--- src/rtl/hazard_ctrl_pkg.sv ---
// Shared encodings for the pipeline hazard controller: register sizes,
// writeback source codes, forwarding selects and FSM states.
package hazard_ctrl_pkg;

   localparam int unsigned REG_SIZE       = 5;
   localparam int unsigned REG_SRC_LENGTH = 2;

   localparam logic [REG_SRC_LENGTH-1:0] REG_SRC_MEM = 2'b01;

   localparam logic [1:0] FWD_RF  = 2'b00;
   localparam logic [1:0] FWD_WB  = 2'b01;
   localparam logic [1:0] FWD_MEM = 2'b10;

   typedef enum logic {
      ST_IDLE     = 1'b0,
      ST_WAIT_MEM = 1'b1
   } state_e;

endpackage

--- src/rtl/hazard_ctrl_fwd_unit.sv ---
// EX-operand forwarding compare: picks the youngest in-flight writer of the
// operand's source register, never forwarding x0.
module hazard_ctrl_fwd_unit
   import hazard_ctrl_pkg::*;
(
   input  logic [REG_SIZE-1:0] rs_e_i,
   input  logic [REG_SIZE-1:0] wr_addr_m_i,
   input  logic [REG_SIZE-1:0] wr_addr_w_i,
   input  logic                we_m_i,
   input  logic                we_w_i,
   output logic [1:0]          fwd_sel_o
);

   always_comb begin
      fwd_sel_o = FWD_RF;
      if (we_m_i && (wr_addr_m_i != '0) && (wr_addr_m_i == rs_e_i)) begin
         fwd_sel_o = FWD_MEM;
      end else if (we_w_i && (wr_addr_w_i != '0) && (wr_addr_w_i == rs_e_i)) begin
         fwd_sel_o = FWD_WB;
      end
   end

endmodule

--- src/rtl/hazard_ctrl.sv ---
// Pipeline hazard controller: memory-wait freeze FSM with timeout, branch and
// load-use stall/flush priority, EX forwarding, saturating stall counter.
module hazard_ctrl
   import hazard_ctrl_pkg::*;
#(
   parameter int unsigned MEM_TIMEOUT = 16,
   parameter int unsigned CNT_WIDTH   = 32
) (
   input  logic                      clk,
   input  logic                      rst,
   input  logic [REG_SIZE-1:0]       rs1D,
   input  logic [REG_SIZE-1:0]       rs2D,
   input  logic [REG_SIZE-1:0]       rs1E,
   input  logic [REG_SIZE-1:0]       rs2E,
   input  logic [REG_SIZE-1:0]       writeRegAddrE,
   input  logic [REG_SIZE-1:0]       writeRegAddrM,
   input  logic [REG_SIZE-1:0]       writeRegAddrW,
   input  logic                      Regfile_weE,
   input  logic                      Regfile_weM,
   input  logic                      Regfile_weW,
   input  logic [REG_SRC_LENGTH-1:0] regSrc_muxE,
   input  logic                      branch_takenE,
   input  logic                      memReqM,
   input  logic                      memAck,
   output logic                      stallF,
   output logic                      stallD,
   output logic                      stallE,
   output logic                      stallM,
   output logic                      flushD,
   output logic                      flushE,
   output logic                      flushW,
   output logic [1:0]                fwdAE,
   output logic [1:0]                fwdBE,
   output logic                      mem_err,
   output logic [CNT_WIDTH-1:0]      stall_cnt
);

   localparam int unsigned TCNT_W = $clog2(MEM_TIMEOUT);

   state_e              state_q, state_d;
   logic [TCNT_W-1:0]   tcnt_q, tcnt_d;
   logic                mem_err_q, mem_err_d;
   logic [CNT_WIDTH-1:0] stall_cnt_q, stall_cnt_d;

   logic                freeze;
   logic                timeout;
   logic                load_use;
   logic [1:0]          fwd_a, fwd_b;

   hazard_ctrl_fwd_unit u_fwd_a (
      .rs_e_i      (rs1E),
      .wr_addr_m_i (writeRegAddrM),
      .wr_addr_w_i (writeRegAddrW),
      .we_m_i      (Regfile_weM),
      .we_w_i      (Regfile_weW),
      .fwd_sel_o   (fwd_a)
   );

   hazard_ctrl_fwd_unit u_fwd_b (
      .rs_e_i      (rs2E),
      .wr_addr_m_i (writeRegAddrM),
      .wr_addr_w_i (writeRegAddrW),
      .we_m_i      (Regfile_weM),
      .we_w_i      (Regfile_weW),
      .fwd_sel_o   (fwd_b)
   );

   assign load_use = (regSrc_muxE == REG_SRC_MEM) && Regfile_weE &&
                     (writeRegAddrE != '0) &&
                     ((writeRegAddrE == rs1D) || (writeRegAddrE == rs2D));

   always_ff @(posedge clk) begin
      if (!rst) begin
         state_q     <= ST_IDLE;
         tcnt_q      <= '0;
         mem_err_q   <= 1'b0;
         stall_cnt_q <= '0;
      end else begin
         state_q     <= state_d;
         tcnt_q      <= tcnt_d;
         mem_err_q   <= mem_err_d;
         stall_cnt_q <= stall_cnt_d;
      end
   end

   always_comb begin
      state_d     = state_q;
      tcnt_d      = '0;
      timeout     = 1'b0;
      freeze      = 1'b0;
      stallF      = 1'b0;
      stallD      = 1'b0;
      stallE      = 1'b0;
      stallM      = 1'b0;
      flushD      = 1'b0;
      flushE      = 1'b0;
      flushW      = 1'b0;
      fwdAE       = FWD_RF;
      fwdBE       = FWD_RF;

      case (state_q)
         ST_IDLE: begin
            freeze = memReqM && !memAck;
            if (freeze) state_d = ST_WAIT_MEM;
         end
         ST_WAIT_MEM: begin
            timeout = !memAck && (tcnt_q == TCNT_W'(MEM_TIMEOUT - 1));
            freeze  = !memAck && !timeout;
            if (memAck || timeout) state_d = ST_IDLE;
         end
         default: state_d = ST_IDLE;
      endcase

      // The request cycle counts as the first wait cycle, so the freeze
      // lasts MEM_TIMEOUT-1 cycles before the abort.
      if (freeze) tcnt_d = tcnt_q + TCNT_W'(1);

      if (rst) begin
         fwdAE = fwd_a;
         fwdBE = fwd_b;
         if (freeze) begin
            stallF = 1'b1;
            stallD = 1'b1;
            stallE = 1'b1;
            stallM = 1'b1;
            flushW = 1'b1;
         end else if (branch_takenE) begin
            flushD = 1'b1;
            flushE = 1'b1;
         end else if (load_use) begin
            stallF = 1'b1;
            stallD = 1'b1;
            flushE = 1'b1;
         end
      end

      mem_err_d   = timeout;
      stall_cnt_d = stall_cnt_q;
      if (stallF && (stall_cnt_q != '1)) stall_cnt_d = stall_cnt_q + CNT_WIDTH'(1);
   end

   assign mem_err   = mem_err_q;
   assign stall_cnt = stall_cnt_q;

endmodule
--- config.mk ---
export PLATFORM = sky130hd
export DESIGN_NAME = hazard_ctrl
export DESIGN_NICKNAME = d
export VERILOG_FILES = /design/src/rtl/hazard_ctrl_pkg.sv /design/src/rtl/hazard_ctrl_fwd_unit.sv /design/src/rtl/hazard_ctrl.sv
export SDC_FILE = /design/constraint.sdc
export NUM_CORES = 1
export LEC_CHECK = 0
export BUFFER_PORTS_ARGS = -buffer_cell sky130_fd_sc_hd__clkbuf_2
export CELL_PAD_IN_SITES_DETAIL_PLACEMENT = 0
export CELL_PAD_IN_SITES_GLOBAL_PLACEMENT = 1
export CORE_MARGIN = 10
export CORE_UTILIZATION = 38
export DETAILED_ROUTE_END_ITERATION = 16
export PLACE_DENSITY_LB_ADDON = 0.1
export SYNTH_ARGS = -nofsm -noshare
export SYNTH_HDL_FRONTEND = slang
export SYNTH_SLANG_ARGS = --single-unit
--- constraint.sdc ---
create_clock -name clk -period 3.97 [get_ports clk]
set_input_delay 0.794 -clock clk [delete_from_list [all_inputs] [get_ports clk]]
set_output_delay 0.794 -clock clk [all_outputs]
set_load 0.005 [all_outputs]
==> metrics.csv <==
metric,value,unit
yosys-top-cells-count,"dfxtp_1, nand2_1, xor2_1",
die_w,98.8,µm
grt_pass1_wl,11200,µm
worstSkewPairLatency,290,ps
place_area,2820,µm²
critPathMaxFanout,23,
leakage,1.18,nW
ys_warn_count,0,
syn_inst,286,
cts.path.max_buffers,2,
final_hold_viol_count,0,
clk_pin_slew_worst_paths,80,ps
dp.cells,435,
rsz0062_at_grt,no,
tns,0,ps
nets,414,
outcome,completed,
drtAntennaViolNets,0,
finalSetupViolations,0,
r2r_slack,1470,ps
min_path_type,reg2reg,
netlist.area_leader.share,32.2,%
arrival,2250,ps
core.rowCount,28,
grt_max_degree,52,
timing.final.crit_period,3040,ps
final_max_slew_viol_count,0,
antenna_found_initial,0,
ys_top_cells_by_area,"dfxtp_1, xor2_1, or4_1, a21oi_1, o31ai_1",
p_switching,0.193,mW
stdcell_count,443,
comb_power_share,12.0,%
required,3180,ps
max_cap_viol_count,0,
track_usage,13.2,%
setup.worst_path.start_class,primary input,
grt_overflow,0,
initial_core_util,39.4,%
powerDensity,260,nW/µm²
synth.distinct_cells,39,
cp-startpoint,rst,
die_area,9760,µm²
syn_avg_cell_area,8.25,µm²
drcViolationCount,0,
drive_gt1_share,28.3,%
synth_nets,333,
wl,6500,µm
final_core_util,48.6,%
fmax,0.329,GHz
cts_sinks,38,
reg2reg_from,stall_cnt[21]$_SDFFE_PN0P_,
ys_seq_area_share,32.2,%
ctsHoldBuffers,0,
p_int,0.564,mW
syn_area,2360,µm²
htreeDepth,2,
first_pass_iters,4,
synth_top_area_cell,dfxtp_1,
skew,7.11,ps
critPathKind,in2out,
ctsResizeCount,0,
numPortBuffers,88,
end_kind,output pin,
core_area,5990,µm²
finalCritPeriodShare,76.6,%
post-route-cell-area,2910,µm²
cts_tree,built,
synth-async-reset-ratio,0,%
tightestPinTransition,998,ps
slew_headroom,33.5,%
areaGrowthSynthToFinish,23.4,%
whs,448,ps
root_buffer,clkbuf_8,
vias,2375,
cts_made_buffers,5,
worstHoldStart,tcnt_q[0]$_SDFF_PN0_,
die_h,98.8,µm
wl_per_cell,14.7,µm
clockPowerShare,37.2,%
vdd_drop_max,0.132,mV
io_pins,89,
grt_pass1_vias,2448,
drtIter0Drc,85,
ys_seq_elements,38,
viasPerCell,5.36,
antenna_cells,0,
synth-edff-count,0,
place_congestion,0.779,
synth_top_flop_cell,dfxtp_1,
place_hpwl,5130,µm
p_seq_share,50.8,%
postCtsSetupRepairBufs,0,
swShare,25.5,%
fillCellCount,615,
yosysMostFrequentCell,dfxtp_1,
## sequential cells by signal (all words and copies together) (netlist names)
signal / flops
mem_err: 1
stall_cnt: 32
state_q: 1
tcnt_q: 4
## cell families after synthesis
kind of cell	count (synthesis)	share of synthesized area [%]
simple gates	130	31.4
compound gates	53	14.5
flops	38	32.2
fa+ha+maj	2	1.06
buf+inv	21	4.72
xor+xnor	32	11.9
mux	10	4.24
## through the flow
stage / worst slack, ps / power [mW]
floorplan: 1120 / 0.444
global placement: 910 / 0.486
detailed placement: 873 / 0.486
CTS: 874 / 0.767
global route: 738 / 0.795
finish: 930 / 0.756
## placed cells by master (no fill, tap or decap), types with 2 or more instances in the layout
| cell | instances |
|---|---|
| xor2_1 | 25 |
| inv_1 | 4 |
| nor4b_1 | 2 |
| nor3_1 | 4 |
| xnor2_1 | 7 |
| o21ai_0 | 10 |
| nand2_1 | 26 |
| or4_1 | 19 |
| or3_1 | 7 |
| mux2i_1 | 10 |
| a21oi_1 | 21 |
| and3_1 | 8 |
| nand3_1 | 13 |
| clkbuf_2 | 88 |
| nor4_1 | 10 |
| ha_1 | 2 |
| o31ai_1 | 14 |
| nand4_1 | 11 |
| and4_1 | 3 |
| dfxtp_1 | 38 |
| buf_4 | 2 |
| clkbuf_8 | 6 |
| nor2_1 | 13 |
| nand2b_1 | 6 |
| and2_1 | 4 |
## metal layers
| layer | vias to the layer above | global-route usage (%) | wire, µm |
|---|---|---|---|
| li1 | 1235 | - | - |
| met1 | 1058 | 15.1 | 2880 |
| met2 | 77 | 20.8 | 2790 |
| met3 | 5 | 7.33 | 754 |
| met4 | 0 | 3.64 | 80 |
| met5 | - | 0 | 0 |
## layout make-up
class / count / area (µm²) / area share [%]
clock buffers: 6 / 82.6 / 2.84
multi-input cells: 227 / 1490 / 51.1
repair buffers: 90 / 455 / 15.6
clock inverters: 2 / 12.5 / 0.430
flip-flops and latches: 38 / 761 / 26.1
well taps: 75 / 93.8 / 3.22
inverters: 5 / 18.8 / 0.645
## final timing paths
kind,to,cells past startpoint
hold reg to reg,tcnt_q[0]$_SDFF_PN0_,1
setup reg to reg,stall_cnt[4]$_SDFFE_PN0P_,5
hold / removal,tcnt_q[0]$_SDFF_PN0_,1
setup / recovery,stallD,6
## worst max-delay path: stages
cell and delay, ps:
clkbuf_2 200, inv_2 210, or3_1 540, o31a_4 160, inv_1 180, clkbuf_2 160
## power groups by stage
| stage | Sequential (mW) | Combinational [mW] | Clock (mW) |
|---|---|---|---|
| finish | 0.384 | 0.0906 | 0.282 |
| floorplan | 0.393 | 0.0511 | 0 |
| global placement | 0.393 | 0.0927 | 0 |
| CTS | 0.384 | 0.0927 | 0.290 |
| detailed placement | 0.393 | 0.0925 | 0 |
| global route | 0.385 | 0.103 | 0.307 |
(Power assumes the default switching activity.)
